--- src/rtl/mux_scan_pkg.sv ---
// Shared types and sizes for the mux scan controller and its settle counter.
package mux_scan_pkg;

  localparam int unsigned NUM_CH = 4;
  localparam int unsigned SEL_W  = 2;
  localparam int unsigned CNT_W  = 8;

  localparam logic [SEL_W-1:0] LAST_CH = SEL_W'(NUM_CH - 1);

  typedef enum logic [1:0] {
    IDLE   = 2'd0,
    SETTLE = 2'd1,
    SAMPLE = 2'd2,
    DONE   = 2'd3
  } state_e;

endpackage

--- src/rtl/dwell_cnt.sv ---
// Settle counter: cleared on SETTLE entry, counts SETTLE cycles, flags the last one.
module dwell_cnt
  import mux_scan_pkg::*;
#(
  parameter int unsigned DWELL = 2
) (
  input  logic clk,
  input  logic rst_n,
  input  logic clr_i,
  input  logic en_i,
  output logic tc_c
);

  logic [CNT_W-1:0] cnt_q;
  logic [CNT_W-1:0] cnt_d;

  always_comb begin
    cnt_d = cnt_q;
    if (clr_i) begin
      cnt_d = '0;
    end else if (en_i) begin
      cnt_d = cnt_q + CNT_W'(1);
    end
  end

  always_ff @(posedge clk or negedge rst_n) begin
    if (!rst_n) begin
      cnt_q <= '0;
    end else begin
      cnt_q <= cnt_d;
    end
  end

  // High during the DWELL-th settle cycle, so the next state is SAMPLE.
  assign tc_c = en_i && (cnt_q == CNT_W'(DWELL - 1));

endmodule

--- src/rtl/mux_scan_ctrl.sv ---
// Steps a 4:1 mux select through all channels, settles, samples y and publishes data.
// Define MUX_SCAN_CONT_EN to let start in DONE launch the next scan directly.
module mux_scan_ctrl
  import mux_scan_pkg::*;
#(
  parameter int unsigned DWELL = 2
) (
  input  logic              clk,
  input  logic              rst_n,
  input  logic              start,
  input  logic              y,
  output logic [SEL_W-1:0]  sel,
  output logic              busy,
  output logic              done,
  output logic [NUM_CH-1:0] data
);

  state_e              state_q;
  logic [SEL_W-1:0]    sel_q;
  logic                busy_q;
  logic                done_q;
  logic [NUM_CH-1:0]   data_q;
  logic [NUM_CH-2:0]   shadow_q;

  logic                cont_start_c;
  logic                clr_c;
  logic                en_c;
  logic                tc_c;

`ifdef MUX_SCAN_CONT_EN
  assign cont_start_c = start;
`else
  assign cont_start_c = 1'b0;
`endif

  // Counter restarts on every SETTLE entry and only runs while settling.
  assign clr_c = ((state_q == IDLE)   && start) ||
                 ((state_q == SAMPLE) && (sel_q != LAST_CH)) ||
                 ((state_q == DONE)   && cont_start_c);
  assign en_c  = (state_q == SETTLE);

  dwell_cnt #(
    .DWELL (DWELL)
  ) u_dwell_cnt (
    .clk   (clk),
    .rst_n (rst_n),
    .clr_i (clr_c),
    .en_i  (en_c),
    .tc_c  (tc_c)
  );

  always_ff @(posedge clk or negedge rst_n) begin
    if (!rst_n) begin
      state_q  <= IDLE;
      sel_q    <= '0;
      busy_q   <= 1'b0;
      done_q   <= 1'b0;
      data_q   <= '0;
      shadow_q <= '0;
    end else begin
      done_q <= 1'b0;
      case (state_q)
        IDLE: begin
          if (start) begin
            state_q <= SETTLE;
            sel_q   <= '0;
            busy_q  <= 1'b1;
          end
        end
        SETTLE: begin
          if (tc_c) begin
            state_q <= SAMPLE;
          end
        end
        SAMPLE: begin
          for (int unsigned k = 0; k < NUM_CH - 1; k++) begin
            if (sel_q == SEL_W'(k)) begin
              shadow_q[k] <= y;
            end
          end
          if (sel_q != LAST_CH) begin
            sel_q   <= sel_q + SEL_W'(1);
            state_q <= SETTLE;
          end else begin
            // Last channel goes straight into data so partial scans never leak out.
            data_q  <= {y, shadow_q};
            state_q <= DONE;
            busy_q  <= 1'b0;
            done_q  <= 1'b1;
          end
        end
        DONE: begin
          sel_q <= '0;
          if (cont_start_c) begin
            state_q <= SETTLE;
            busy_q  <= 1'b1;
          end else begin
            state_q <= IDLE;
          end
        end
        default: state_q <= IDLE;
      endcase
    end
  end

  assign sel  = sel_q;
  assign busy = busy_q;
  assign done = done_q;
  assign data = data_q;

endmodule

--- config.mk ---
export PLATFORM = sky130hd
export DESIGN_NAME = mux_scan_ctrl
export DESIGN_NICKNAME = d
export VERILOG_FILES = /design/src/rtl/mux_scan_pkg.sv /design/src/rtl/dwell_cnt.sv /design/src/rtl/mux_scan_ctrl.sv
export SDC_FILE = /design/constraint.sdc
export NUM_CORES = 1
export LEC_CHECK = 0
export ABC_AREA = 1
export CELL_PAD_IN_SITES_DETAIL_PLACEMENT = 1
export CELL_PAD_IN_SITES_GLOBAL_PLACEMENT = 2
export CORE_MARGIN = 10
export CORE_UTILIZATION = 35
export CTS_BUF_LIST = sky130_fd_sc_hd__clkbuf_16
export CTS_CLUSTER_SIZE = 16
export DETAILED_ROUTE_END_ITERATION = 8
export PLACE_DENSITY_LB_ADDON = 0.1
export SKIP_LAST_GASP = 1
export SLEW_MARGIN = 0
export SYNTH_ARGS = -nofsm -noshare
export SYNTH_HDL_FRONTEND = slang
export SYNTH_SLANG_ARGS = --single-unit
--- constraint.sdc ---
create_clock -name clk -period 1.95 [get_ports clk]
set_input_delay 0.2925 -clock clk [delete_from_list [all_inputs] [get_ports clk]]
set_output_delay 0.2925 -clock clk [all_outputs]
set_load 0.02 [all_outputs]
# Word level (Yosys, flattened, before mapping)
# Index checks and enable logic that the tools add are counted.
dict set report totals {
  reg_bits 21
  latch_bits 0
  mem_bits_rw 0
  rom_bits 0
  wordCells 53
  memories 0
}
dict set report classes {
  n_addsub 2
  mul 0
  n_div 0
  order_cmp 0
  eq_ne 11
  shifts 0
  mux 14
  bitwise 1
  n_reduce_logical 16
}
# operator n
set ops {}
lappend ops {{8-bit 2-to-1 mux} 2}
lappend ops {{2-bit 2-to-1 mux} 5}
lappend ops {{2-bit AND reduction} 5}
lappend ops {{8-bit by 1-bit adder with 8-bit output (second input constant)} 1}
lappend ops {{8-bit by 1-bit == test with 1-bit output (second input constant)} 1}
lappend ops {{2-bit != test (second input constant)} 4}
lappend ops {{2-bit one-hot mux with 4 select lines} 1}
lappend ops {{2-bit == test (second input constant)} 3}
lappend ops {{2-bit one-hot mux with 3 select lines} 1}
lappend ops {{3-bit AND reduction} 2}
lappend ops {{2-bit by 1-bit == test with 1-bit output (second input constant)} 2}
lappend ops {{2-bit zero test} 2}
lappend ops {{1-bit 2-to-1 mux} 4}
lappend ops {{2-bit nonzero test} 2}
lappend ops {{1-bit logical AND} 3}
lappend ops {{3-bit nonzero test} 1}
lappend ops {{2-bit by 1-bit adder with 2-bit output (second input constant)} 1}
lappend ops {{2-bit by 1-bit != test with 1-bit output (second input constant)} 1}
lappend ops {{1-bit one-hot mux with 2 select lines} 1}
lappend ops {{1-bit logical OR} 1}
lappend ops {{1-bit inverter} 1}

# Logic depth before layout (Yosys ltp)
# Gate-level depths: netlist of the first run.
dict set report logic_depth {
  ltp_word 4
  depth_mapped 6
}

# Cells and area by module
# From an unflattened synthesis of the first run, not the netlist that was laid out.
dict set report unflattened {
  cells_unflattened 132
  area_unflattened_um2 1062.3
}
# mod instances cells_each area_each_um2 seq_area_each_um2
set modules_own_cells {}
lappend modules_own_cells {mux_scan_ctrl 1 70 599.3 325.3}
lappend modules_own_cells {dwell_cnt 1 62 462.9 200.2}

# Worst setup path after synthesis of the first run
# OpenSTA, ideal clock, no wires.
dict set report synth_timing {
  kind {flip-flop to flip-flop}
  from {register sel_q[0] (netlist: sel[0])}
  to {register u_dwell_cnt.cnt_q[3]}
  setup_time_ps 126
  arrival_ps 1214
  required_ps 1824
  slack_ps 609
  stages_incl_launch_ff 7
  path_buffers 0
  synth_period_minus_slack_ps 1341
  path_cell_list {dfrtp_1 ha_1 nand3b_2 nand2_2 inv_2 o21ai_1 nor2_1}
}
dict set report synth_between {
  elab_chain_cells 4
  elab_cells_between_ends 5
  classes_between {eq/ne (1); mux (1); reduce/logical (3)}
}
# item line
set synth_rtl {}
lappend synth_rtl {{start: declaration} mux_scan_ctrl.sv:19} ;# logic [SEL_W-1:0] sel_q;
lappend synth_rtl {{start signal: assignment} mux_scan_ctrl.sv:82} ;# sel_q <= sel_q + SEL_W'(1);
lappend synth_rtl {{2-bit != test (*)} mux_scan_ctrl.sv:38} ;# ((state_q == SAMPLE) && (sel_q != LAST_CH)) ||
lappend synth_rtl {{1-bit logical AND (*)} mux_scan_ctrl.sv:38}
lappend synth_rtl {{1-bit logical OR (*)} mux_scan_ctrl.sv:37} ;# assign clr_c = ((state_q == IDLE) && start) ||
lappend synth_rtl {{8-bit 2-to-1 mux or 2-bit nonzero test (tied branches)} --}
lappend synth_rtl {{end signal: assignment} dwell_cnt.sv:30} ;# cnt_q <= cnt_d;
lappend synth_rtl {{end: declaration} dwell_cnt.sv:14} ;# logic [CNT_W-1:0] cnt_q;
# Every way passes the cells marked *; elsewhere a longest branch is shown, timed or not.
# A chain may end at the register's enable or synchronous reset.

# Worst setup path after layout of the first run
dict set report layout_timing {
  from {register sel_q[0] (netlist: sel[0])}
  to {output sel[0]}
}
# item line
set layout_rtl {}
lappend layout_rtl {{end: declaration} mux_scan_ctrl.sv:12} ;# output logic [SEL_W-1:0] sel,
# No word-level cell between the ends.

==> run summary, run 1 <==
After synthesis the netlist holds a flip-flop and latch count of 21. The critical path's largest stage delay is 0.64 ns. The number of buffer and inverter stages on the critical path came out at 1. The tree is rooted in a sky130_fd_sc_hd__clkbuf_16. The signal on the critical path passes through clkdlybuf4s50_1. The flow ran to the end, and the final reports show no timing, DRC or antenna violations. Setup slack on the worst reg-to-reg path comes out at 0.61 ns. The global router's overall resource usage is 0.09434. Once placement finished, the instance area stood at 0.001205 sq mm. The die covers 0.005585 sq mm. The worst register-to-register path has a depth of 6. The largest fanout of any net on the critical path came out at 6.

The ratio of cells with drive above 1 in the final layout is 0.1295. The site row count is 19. Post-CTS repair changed the size of 0 cells. The detailed-route wire length per cell is 13.41 microns.

In this run the remaining antenna-violating nets after routing total 0. The number of endpoints with negative hold slack in the final report is 0. The total internal power is 1.044 mW. For the final routed database, the setup TNS stands at 0 ns. After layout, the minimum clock period comes to 1.607 ns. The top cell types in the final layout, fill and taps aside, are sky130_fd_sc_hd__nand2_1 (36), sky130_fd_sc_hd__dfrtp_1 (21), sky130_fd_sc_hd__nor2_1 (19), sky130_fd_sc_hd__clkdlybuf4s50_1 (11), sky130_fd_sc_hd__inv_1 (9).

For this design the static power due to leakage is 0.6261 nW. The transition time at the pin with the least slew margin came out at 0.2785 ns. The maximum number of pins on one net before global-route repair is 22.

Setup repair after global routing left no endpoint under its margin. The kind of cell with the highest combined delay along the critical path is buffers and inverters. The number of DRC violations after detailed-routing iteration 0 is 38.

The share of total power in the clock network came out at 0.261. The buffer levels on the longest clock path came out at 2. The total setup buffers inserted after CTS came out at 0. The final setup violation count is 0.

A synthesized cell averages 8.524 sq um. The half-perimeter wire length of the detailed placement result came out at 1743 microns. The clock-pin transition on the worst setup and hold timing paths came out at 0.05 ns. The floorplan core area came out at 0.002805 sq mm. The clock tree skew after final layout came out at 0.003209 ns. In this run the number of H-tree levels came out at 1. The synthesized area came out at 0.001049 sq mm. The via count of the first global-routing pass is 905. The via count normalized by instance count is 4.741. The routed layout has 806 vias.

The worst slack on hold paths is 0.3906 ns. The number of top-level design ports came out at 12. The sequential cell area fraction in the yosys report came out at 0.5012. The remaining global-route overflow is 0. The max-cap violation count came out at 0. The initial core utilization came out at 0.3738.

In this run the number of cells on the critical path is 1. The initial antenna violation count came out at 0. The die span in y came out at 74.74 microns. The global placer's final weighted congestion is 0.7407. The clock latency of the later-clocked register in the worst-skew pair came out at 0.25 ns.

The first-pass GRT wire length came out at 4064 microns. The standard cell with the maximum stage delay on the critical path is sky130_fd_sc_hd__clkdlybuf4s50_1. TritonCTS created 3 clock buffers. The proportion of power drawn by flip-flops and latches is 0.395. The number of nets in the layout came out at 150. The number of slew-limit violations in the final report is 0. The diode insertion count for antenna repair is 0. The capturing point of the worst reg2reg path is u_dwell_cnt.cnt_q[3]. Counting every net in the synthesized netlist gives 133. The type of element launching the critical path is a register. The library cell used most frequently in the layout, excluding fill and tap cells, is sky130_fd_sc_hd__nand2_1. The switching portion of total power came out at 0.3678. For this run, the number of Yosys warnings is 0.

The worst setup path is captured at an output pin. The final critical-path share of the clock period came out at 0.8241. The maximum clock rate came out at 622.3 MHz. The worst hold path belongs to the class in2async. In this run the critical register-to-register path is launched from sel[0].

The area growth from synthesis to final layout is 22.43%. The critical path is of the reg2out type. The number of distinct library cells after synthesis came out at 20. The arrival time of the worst setup path came out at 1.31 ns. The portion of total power attributed to combinational logic is 0.344. Counting every sink on the clock net gives 21. The power density over the cells came out at 1287 mW/mm^2. VDD sags by at most 511.6 uV.

The data required time at the worst endpoint is 1.66 ns. In the synthesized netlist, the number of instances is 123. The iteration count of the initial detailed-routing pass is 3.

TritonCTS built the clock tree. Buffers inserted to repair hold after CTS numbered 0. The worst pin sits at a relative slew slack of 0.8129. In the routed design, unresolved DRC markers number 0. For this block, the routed nets add up to 2280 microns of wire. The net switching power is 0.6075 mW. The die span in x is 74.74 microns.

The area of all placed cells without fillers is 0.001284 sq mm. The count of buffers from port buffering is 11.
==> how the worst max path moves through the flow <==
stage | endpoint | startpoint | slack [ns]
detailed placement | sel[0] | sel[0] | 0.60
floorplan | u_dwell_cnt.cnt_q[3] | sel[0] | 0.61
CTS | sel[0] | sel[0] | 0.32
finish | sel[0] | sel[0] | 0.34
global route | sel[0] | sel[0] | 0.27
global placement | sel[0] | sel[0] | 0.61
==> registers in the layout (all words and copies together) (netlist names) <==
| signal | cells |
|---|---|
| busy | 1 |
| data | 4 |
| done | 1 |
| sel | 2 |
| shadow_q | 3 |
| state_q | 2 |
| u_dwell_cnt.cnt_q | 8 |
==> Yosys cell counts, drive strengths merged <==
cell    number  area [sq um]
nand2       38         152.6
nor2        23         106.4
dfrtp       21         525.5
inv         12         45.04
o21ai        8         40.03
nand3        7         50.05
ha           6         75.07
a21oi        3         15.01
nand3b       2         18.77
nor3         1         5.000
nor3b        1         7.510
o21a         1         7.510
==> through the flow <==
stage | utilization | setup slack, ns | total power [mW] | std cells
2_1_floorplan | - | 0.6092 | 1.052 | 123
3_3_place_gp | 0.4295 | 0.6124 | 1.222 | 166
3_5_place_dp | 0.4295 | 0.5996 | 1.242 | 166
4_1_cts | 0.4576 | 0.3213 | 1.684 | 170
5_1_grt | 0.4576 | 0.2671 | 1.799 | 170
6_report | 0.4576 | 0.3431 | 1.652 | 170
==> cells by family (layout without fill, tap and decap cells) <==
family | count (synthesis) | in the layout | share of synthesized area
buffers and inverters | 12 | 28 | 0.04296
DFF | 21 | 21 | 0.5012
adders and majority gates | 6 | 6 | 0.07160
and+or+nand+nor | 72 | 72 | 0.3246
AOI/OAI and AO/OA | 12 | 12 | 0.05966
==> power by group through the flow <==
stage                     Clock (mW)  Sequential, mW  Combinational, mW
after floorplan                    0           0.680              0.372
after global placement             0           0.661              0.560
after detailed placement           0           0.665              0.578
after CTS                      0.445           0.657              0.582
after global routing           0.465           0.675              0.659
final                          0.431           0.653              0.568
==> per-layer routing <==
metal  share of wire  vias up  global-route usage
met3           0.054        5             0.02760
li1                -      418                   -
met4           0.023        0             0.05672
met5               0        -                   0
met2            0.45       12              0.1470
met1            0.47      371              0.1130
==> final cells by class <==
type	count	area [sq um]
multi-input cells	90	478.0
fillers	351	1521
clock inverters	1	3.754
flip-flops and latches	21	525.5
inverters	12	45.04
clock buffers	3	75.07
well taps	31	38.79
repair buffers	12	117.6
Note: power is estimated with default switching activity, not from simulation.
==> run 2, diff against run 1 <==
--- a/config.mk
+++ b/config.mk
@@ -9,7 +9,7 @@
 export CELL_PAD_IN_SITES_DETAIL_PLACEMENT = 1
 export CELL_PAD_IN_SITES_GLOBAL_PLACEMENT = 2
 export CORE_MARGIN = 10
-export CORE_UTILIZATION = 35
+export CORE_UTILIZATION = 32
 export CTS_BUF_LIST = sky130_fd_sc_hd__clkbuf_16
 export CTS_CLUSTER_SIZE = 16
 export DETAILED_ROUTE_END_ITERATION = 8
==> constraint.sdc (replaced) <==
create_clock -name clk -period 1.48 [get_ports clk]
set_input_delay 0.222 -clock clk [delete_from_list [all_inputs] [get_ports clk]]
set_output_delay 0.222 -clock clk [all_outputs]
set_load 0.02 [all_outputs]
==> run summary, run 2 (synthesis results as in run 1) <==
Status: finished clean (unchanged). Leading cell types in the layout, fill and taps excluded: sky130_fd_sc_hd__nand2_1 (36), sky130_fd_sc_hd__dfrtp_1 (21), sky130_fd_sc_hd__nor2_1 (19), sky130_fd_sc_hd__inv_1 (8), sky130_fd_sc_hd__clkdlybuf4s50_1 (8) (was sky130_fd_sc_hd__nand2_1 (36), sky130_fd_sc_hd__dfrtp_1 (21), sky130_fd_sc_hd__nor2_1 (19), sky130_fd_sc_hd__clkdlybuf4s50_1 (11), sky130_fd_sc_hd__inv_1 (9)). The most common cell after layout, fill and taps aside is sky130_fd_sc_hd__nand2_1 (unchanged). The largest fanout of any net on the critical path is 2 (was 6). The ratio of cells with drive above 1 in the final layout is 0.1367 (was 0.1295).

The clock tree from TritonCTS is done (unchanged). Setup repair after global routing missed its margin: no (unchanged). Critical path, cell by cell: clkdlybuf4s50_1 (unchanged). The number of slew-limit violations in the final report came out at 0 (unchanged). The initial core utilization is 0.3379 (was 0.3738). The clock tree root buffer cell is sky130_fd_sc_hd__clkbuf_16 (unchanged).

The via count normalized by instance count came to 4.399 (was 4.741). The worst relative slew slack came to 0.8065 (was 0.8129). The area growth from synthesis to final layout came to 24.11% (was 22.43%). The detailed-route wire length per cell came out at 12.62 microns (was 13.41 microns). The flip-flop count of the largest register after layout is 8 (unchanged).

The number of DRC violations after detailed routing came out at 0 (unchanged). The die area came out at 0.005966 sq mm (was 0.005585 sq mm). The number of endpoints with negative hold slack in the final report was 0 (unchanged). The arrival time of the worst setup path came to 1.21 ns (was 1.31 ns).

The path category of the worst min-delay check was in2async (unchanged). The final critical-path share of the clock period came out at 0.9677. The least setup slack across all paths after layout is 0.04780 ns (was 0.3431 ns). The global placer's final weighted congestion was 0.7525 (was 0.7407). The hold-fix buffer count after cts is 0 (unchanged). The start-to-end type of the worst setup path was reg2out (unchanged). The maximum number of pins on one net before global-route repair is 22 (unchanged). The buffer levels on the longest clock path came out at 2 (unchanged). The floorplan core area is 0.003103 sq mm (was 0.002805 sq mm). The site row count came out at 20 (was 19). The critical path's largest stage delay came out at 0.61 ns (was 0.64 ns). The initial antenna violation count is 0 (unchanged). The number of top-level design ports is 12 (unchanged). The leakage power figure is 0.6325 nW (was 0.6261 nW). The largest voltage drop on the vdd net is 622.1 uV (was 511.6 uV). The register ranked first by flip-flop count is u_dwell_cnt.cnt_q (unchanged).

The type of element launching the critical path was a register (unchanged). The die span in y came out at 77.24 microns (was 74.74 microns). The final setup violation count is 0 (unchanged). The number of DRC violations after detailed-routing iteration 0 is 25 (was 38). The power density over the cells came out at 1670 mW/mm^2 (was 1287 mW/mm^2). The clock-pin transition on the worst setup and hold timing paths is 0.06 ns (was 0.05 ns). The first-pass GRT wire length came to 4057 microns (was 4064 microns). The clock tree skew after final layout came out at 0.001971 ns (was 0.003209 ns).

The data required time at the worst endpoint came out at 1.26 ns (was 1.66 ns). The worst slack at placement is 0.1297 ns (was 0.5996 ns). The number of levels in the clock H-tree was 1 (unchanged). The count of buffers from port buffering is 11 (unchanged).

The diode insertion count for antenna repair is 0 (unchanged). The residual antenna-violating net count after detailed routing came to 0 (unchanged). The wire length after detailed routing is 2310 microns (was 2280 microns).

The number of buffer and inverter stages on the critical path is 1 (unchanged). The max-cap violation count came to 0 (unchanged). The transition time at the pin with the least slew margin is 0.2880 ns (was 0.2785 ns). The global router's overall resource usage is 0.08266 (was 0.09434). The total via count after detailed routing is 805 (was 806). The maximum clock rate came out at 698.2 MHz.

The final-layout setup total negative slack was 0 ns (unchanged). The type of destination of the critical path is an output pin (unchanged). The final critical-path required period came out at 1.432 ns. The remaining global-route overflow is 0 (unchanged). The via count of the first global-routing pass is 854 (was 905). The iteration count of the initial detailed-routing pass came out at 3 (unchanged). The die span in x is 77.24 microns (was 74.74 microns). The clock latency of the later-clocked register in the worst-skew pair is 0.25 ns (about the same). The clock sink count came out at 21 (unchanged). The standard cell with the maximum stage delay on the critical path was sky130_fd_sc_hd__clkdlybuf4s50_1 (unchanged).

The half-perimeter wire length of the detailed placement result came out at 1832 microns (was 1743 microns). The largest delay contributor family on the critical path is buffers and inverters (unchanged). The number of buffers inserted during clock tree synthesis came out at 3 (unchanged). The number of nets in the layout was 150 (unchanged).
run 2: path summary, 6_finish.rpt:
check	startpoint	end	slack, ns	depth (start not counted)
max	data[3]	data[3]	0.05	1
min	rst_n	data[2]	0.32	2
max reg2reg	sel[0]	u_dwell_cnt.cnt_q[3]	0.14	6
min reg2reg	busy	busy	0.48	2
max in group asynchronous	rst_n	u_dwell_cnt.cnt_q[5]	0.94	2
min in group clk	busy	busy	0.48	2
run 2: metrics by stage:
step,power [mW],utilization,area [sq um],instances,hold slack [ns]
after detailed placement,1.654,0.3935,1221,179,0.4734
after floorplan,1.386,-,1049,123,-0.07359
final,2.173,0.4194,1301,183,0.3217
after CTS,2.223,0.4185,1299,183,0.3319
after global placement,1.619,0.3935,1221,179,0.4564
after global routing,2.359,0.4194,1301,183,0.3531
run 2: where the power goes:
part / leakage [nW] / total [mW] / internal [mW] / switching (mW)
Sequential: 0.263 / 0.870 / 0.724 / 0.146
Combinational: 0.329 / 0.742 / 0.286 / 0.456
Clock: 0.0409 / 0.562 / 0.362 / 0.200
run 2: repair_timing:
item / CTS / global route
endpoints found under the hold margin: 0 / 0
setup buffers: 0 / 0
resized for setup: 2 / 1
setup endpoints to repair: 2 / 1
run 2: area by class of cell:
type | instances | area, sq um
Inverter | 12 | 45.04
Fill cell | 384 | 1802
Sequential cell | 21 | 525.5
Timing Repair Buffer | 12 | 117.6
Clock buffer | 3 | 75.07
Multi-Input combinational cell | 90 | 478.0
Clock inverter | 1 | 5.005
Tap cell | 44 | 55.05
run 2: per-layer routing:
layer	GRT usage	part of all wire	routed length [microns]
met1	0.1063	0.50	1161
met2	0.1271	0.46	1052
met3	0.01865	0.034	78
met4	0.03832	0.0074	17
met5	0	0	0
==> run 3, diff against run 2 <==
--- a/config.mk
+++ b/config.mk
@@ -6,6 +6,7 @@
 export NUM_CORES = 1
 export LEC_CHECK = 0
 export ABC_AREA = 1
+export CAP_MARGIN = 20
 export CELL_PAD_IN_SITES_DETAIL_PLACEMENT = 1
 export CELL_PAD_IN_SITES_GLOBAL_PLACEMENT = 2
 export CORE_MARGIN = 10
==> results of run 3 <==
No change in the layout: final DEF, timing and power equal those of run 2.
